File: src/rtl/simmem_delay_releaser.sv
// rtl/simmem_delay_releaser.sv - per-ID delay FIFOs gating response release in the simulated memory
module simmem_delay_releaser #(
  parameter int IDWidth    = 4,
  parameter int DelayWidth = 8,
  parameter int SlotsPerId = 4
) (
  input  logic                    clk_i,
  input  logic                    rst_ni,
  input  logic                    in_valid_i,
  output logic                    in_ready_o,
  input  logic [IDWidth-1:0]      in_id_i,
  input  logic [DelayWidth-1:0]   in_delay_i,
  output logic [2**IDWidth-1:0]   release_en_o,
  input  logic                    released_valid_i,
  input  logic [IDWidth-1:0]      released_id_i,
  output logic                    release_err_o
);

  localparam int NumIds = 2**IDWidth;
  localparam int PtrW   = $clog2(SlotsPerId);
  localparam int OccW   = PtrW + 1;

  logic [DelayWidth-1:0] cnt_q  [NumIds][SlotsPerId];
  logic [DelayWidth-1:0] cnt_d  [NumIds][SlotsPerId];
  logic [PtrW-1:0]       rptr_q [NumIds];
  logic [PtrW-1:0]       rptr_d [NumIds];
  logic [PtrW-1:0]       wptr_q [NumIds];
  logic [PtrW-1:0]       wptr_d [NumIds];
  logic [OccW-1:0]       occ_q  [NumIds];
  logic [OccW-1:0]       occ_d  [NumIds];
  logic                  err_q, err_d;

  logic accept, rel_ok;

  // Release permission reflects only the head entry of each ID, from registered state.
  always_comb begin
    release_en_o = '0;
    for (int i = 0; i < NumIds; i++) begin
      release_en_o[i] = (occ_q[i] != '0) && (cnt_q[i][rptr_q[i]] == '0);
    end
  end

  // Ready is purely a function of the current occupancy, so a same-cycle release never frees a slot early.
  assign in_ready_o    = occ_q[in_id_i] < OccW'(SlotsPerId);
  assign accept        = in_valid_i && in_ready_o;
  assign rel_ok        = released_valid_i && release_en_o[released_id_i];
  assign release_err_o = err_q;

  // Next state: count down occupied slots, load accepted entry, pop released head.
  always_comb begin
    err_d = released_valid_i && !release_en_o[released_id_i];
    for (int i = 0; i < NumIds; i++) begin
      rptr_d[i] = rptr_q[i];
      wptr_d[i] = wptr_q[i];
      occ_d[i]  = occ_q[i];
      for (int s = 0; s < SlotsPerId; s++) begin
        // A slot is occupied when its distance from the read pointer is below the occupancy.
        if (({1'b0, PtrW'(PtrW'(s) - rptr_q[i])} < occ_q[i]) && (cnt_q[i][s] != '0)) begin
          cnt_d[i][s] = cnt_q[i][s] - DelayWidth'(1);
        end else begin
          cnt_d[i][s] = cnt_q[i][s];
        end
      end
      if (accept && (in_id_i == IDWidth'(i))) begin
        cnt_d[i][wptr_q[i]] = in_delay_i;
        wptr_d[i]           = wptr_q[i] + PtrW'(1);
      end
      if (rel_ok && (released_id_i == IDWidth'(i))) begin
        rptr_d[i] = rptr_q[i] + PtrW'(1);
      end
      case ({accept && (in_id_i == IDWidth'(i)), rel_ok && (released_id_i == IDWidth'(i))})
        2'b10:   occ_d[i] = occ_q[i] + OccW'(1);
        2'b01:   occ_d[i] = occ_q[i] - OccW'(1);
        default: occ_d[i] = occ_q[i];
      endcase
    end
  end

  // State registers with asynchronous clear that discards all pending entries.
  always_ff @(posedge clk_i or negedge rst_ni) begin
    if (!rst_ni) begin
      err_q <= 1'b0;
      for (int i = 0; i < NumIds; i++) begin
        rptr_q[i] <= '0;
        wptr_q[i] <= '0;
        occ_q[i]  <= '0;
        for (int s = 0; s < SlotsPerId; s++) begin
          cnt_q[i][s] <= '0;
        end
      end
    end else begin
      err_q <= err_d;
      for (int i = 0; i < NumIds; i++) begin
        rptr_q[i] <= rptr_d[i];
        wptr_q[i] <= wptr_d[i];
        occ_q[i]  <= occ_d[i];
        for (int s = 0; s < SlotsPerId; s++) begin
          cnt_q[i][s] <= cnt_d[i][s];
        end
      end
    end
  end

endmodule
File: config.mk
export PLATFORM = sky130hd
export DESIGN_NAME = simmem_delay_releaser
export DESIGN_NICKNAME = d
export VERILOG_FILES = /design/src/rtl/simmem_delay_releaser.sv
export SDC_FILE = /design/constraint.sdc
export NUM_CORES = 2
export LEC_CHECK = 0
export BUFFER_PORTS_ARGS = -buffer_cell sky130_fd_sc_hd__buf_4
export CORE_UTILIZATION = 35
export DETAILED_ROUTE_END_ITERATION = 10
export GPL_TIMING_DRIVEN = 0
export PLACE_DENSITY_LB_ADDON = 0.25
export SYNTH_ARGS = -nofsm -noshare
export SYNTH_HDL_FRONTEND = slang
export SYNTH_SLANG_ARGS = --single-unit
File: constraint.sdc
create_clock -name clk_i -period 10.6 [get_ports clk_i]
set_clock_uncertainty 0.2 [all_clocks]
set_input_delay 3.18 -clock clk_i [delete_from_list [all_inputs] [get_ports clk_i]]
set_output_delay 3.18 -clock clk_i [all_outputs]
set_load 0.005 [all_outputs]
==> results.py <==
metrics = {
    "run_status": {
        "outcome": "complete, no violations",
    },
    "cts": {
        "cts_buffer_depth": 3,
        "numCtsBuffers": 74,
        "clkTransAtPathRegs_ns": 0.05,
        "cts_root_buf": "clkbuf_16",
        "cts_hold_buf": 0,
        "htreeDepth": 3,
        "insertion_delay_ns": 0.63,
        "cts_resized": 0,
        "cts.sinks": 625,
        "postCtsSetupBuffers": 0,
        "cts_tree": "built",
    },
    "synth": {
        "synth_cell_types": 70,
        "syn_inst": 4353,
        "synth_area_leaders": "dfrtp_1, ha_1, xnor2_1",
        "synthArstFlopShare_pct": 100,
        "synth_flop_cell": "dfrtp_1",
        "synth_area_per_cell_um2": 8.76,
        "yosysSeqAreaShare_pct": 41.0,
        "syn_nets": 4661,
        "syn-cell-area_um2": 38100,
        "ys_seq_elements": 625,
        "yosysTopAreaCellShare_pct": 41.0,
        "yosysWarnings": 0,
        "synth_edf_count": 0,
        "synth_top_cell_by_area": "dfrtp_1",
    },
    "floorplan": {
        "die_h_um": 332,
        "die_area_um2": 110000,
        "fp.coreArea_um2": 108000,
        "fp-row-count": 120,
        "die_w_um": 332,
        "start_util_pct": 35.5,
        "pin_count": 38,
    },
    "detailed_routing": {
        "postRouteAntennaNets": 0,
        "wl_met1_um": 49700,
        "drc_errors": 0,
        "dr.pass1.iters": 5,
        "vias_per_cell": 5.07,
        "drt-initial-drc-count": 2027,
        "wl_met2_um": 45400,
        "vias": 29991,
        "routed_wl_um": 104000,
        "routed-wl-met3_um": 5640,
        "highest_layer": "met5",
        "post_drt_wl_per_cell_um": 17.5,
    },
    "global_route": {
        "grt_pass1_vias": 29130,
        "grt_max_degree": 117,
        "grt_overflow": 0,
        "grt_antenna_before_repair": 9,
        "track_usage_pct": 18.9,
        "grt_pass1_wl_um": 165000,
    },
    "sta": {
        "fmax_mhz": 118,
        "report.final.setup_viol": 0,
        "rsz0062_at_grt": "false",
        "tightest_slew_ns": 1.44,
        "worst_hold_slack_ns": 0.296,
        "drv_slew": 0,
        "period_needed_ns": 8.45,
        "setup_ws_ns": 2.15,
        "hold_viol_final": 0,
        "max_slew_margin_pct": 3.96,
        "min_period_over_period_pct": 79.7,
    },
    "worst_setup_path": {
        "critical_path.startpoint_type": "primary input",
        "arrival_ns": 5.07,
        "worstPathRequired_ns": 7.22,
        "cp-end-kind": "output port",
        "crit_type": "primary input to output port",
        "crit_fanout": 10,
    },
    "pwr": {
        "p_leak_nw": 17.1,
        "pwr_density_cell_nw_per_um2": 264,
        "ir_worst_vdd_v": 0.000116,
    },
    "cells_and_area": {
        "final_cell_mix": "nor2_1, dfrtp_1, a21oi_1",
        "final_common_cell": "nor2_1",
        "drive_gt1_share_pct": 5.63,
        "area_delta_synth_final_pct": 12.0,
        "fin_nets": 4765,
        "nFillCells": 10781,
    },
    "place": {
        "place_congestion": 0.843,
        "dp_hpwl_um": 70700,
        "post-place-ws_ns": 2.18,
        "numPortBuffers": 23,
    },
    "flow_run": {
        "cap_violations": 0,
    },
    "hold_path": {
        "hp-class": "flop to flop",
    },
}
==> Yosys cell counts (8+ instances only) <==
cell,instances
a21oi_1,518
a311oi_1,9
a31oi_1,34
and2_1,18
and3_1,12
buf_1,31
buf_2,49
clkbuf_1,88
dfrtp_1,625
fa_1,16
ha_1,272
inv_1,279
mux2_2,18
nand2_1,282
nand2b_1,23
nand3_1,129
nand3b_1,8
nand4_1,19
nor2_1,724
nor2b_1,14
nor3_1,146
nor4_1,110
o211ai_1,26
o21ai_0,114
o21ai_1,40
or3_1,55
or4_1,37
xnor2_1,330
xor2_1,211
==> flip-flops by register name, indices dropped and copies added (netlist names) <==
register,flops
cnt_q,512
wptr_q,32
release_err_o,1
occ_q,48
rptr_q,32
==> path summary, 6_finish.rpt <==
| kind | startpoint | to | slack, ns | depth (start not counted) |
|---|---|---|---|---|
| setup / recovery | in_id_i[0] | in_ready_o | 2.15 | 5 |
| hold / removal | occ_q[40] | occ_q[40] | 0.30 | 2 |
| setup reg to reg | cnt_q[210] | occ_q[44] | 5.63 | 14 |
| hold reg to reg | occ_q[40] | occ_q[40] | 0.30 | 2 |
| max in group asynchronous | rst_ni | cnt_q[180] | 6.69 | 2 |
| min in group asynchronous | rst_ni | cnt_q[357] | 2.34 | 1 |
==> through the flow <==
stage | std cells | setup TNS (ns) | utilization [%] | power, mW | cell area (µm²)
after floorplan | 4353 | 0 | - | 7.62 | 38100
after global placement | 5779 | -855.96 | 37.3 | 8.47 | 40100
after detailed placement | 5784 | 0 | 37.4 | 8.60 | 40200
after CTS | 5915 | 0 | 39.7 | 11.3 | 42700
after global routing | 5915 | 0 | 39.7 | 12.3 | 42700
final | 5919 | 0 | 39.7 | 11.3 | 42700
==> metal layers <==
| layer | vias to the layer above | GRT usage (%) |
|---|---|---|
| met5 | - | 0 |
| met4 | 10 | 5.63 |
| met3 | 157 | 3.20 |
| met2 | 572 | 28.9 |
| met1 | 14366 | 27.1 |
| li1 | 14886 | - |
==> critical path, stage by stage <==
cell and delay, ns:
buf_2 0.32, mux4_2 0.62, mux4_2 0.51, inv_1 0.24
buf_4 0.17
==> area by class of cell <==
type	instances	area, µm²	area share [%]
well taps	1403	1760	4.11
clock buffers	112	2270	5.32
inverters	280	1050	2.46
clock inverters	19	230	0.539
plain buffers	170	714	1.67
flip-flops and latches	625	15600	36.6
multi-input cells	3278	20700	48.5
diodes	4	10.0	0.0234
repair buffers	28	318	0.744
==> power breakdown <==
part / total (mW) / switching, mW / internal (mW)
clock: 2.66 / 1.06 / 1.60
combinational: 4.14 / 2.23 / 1.90
sequential: 4.47 / 1.02 / 3.45
total: 11.3 / 4.31 / 6.95
==> cells by family after synthesis <==
logic type / Yosys count / synth area share [%]
adders and majority gates: 288 / 9.76
muxes: 35 / 1.22
DFF: 625 / 41.0
AOI/OAI and AO/OA: 781 / 11.0
buffers and inverters: 450 / 4.63
and+or+nand+nor: 1633 / 20.0
xor gates and xnor gates: 541 / 12.4
No activity file was read; power rests on OpenSTA's default activity.
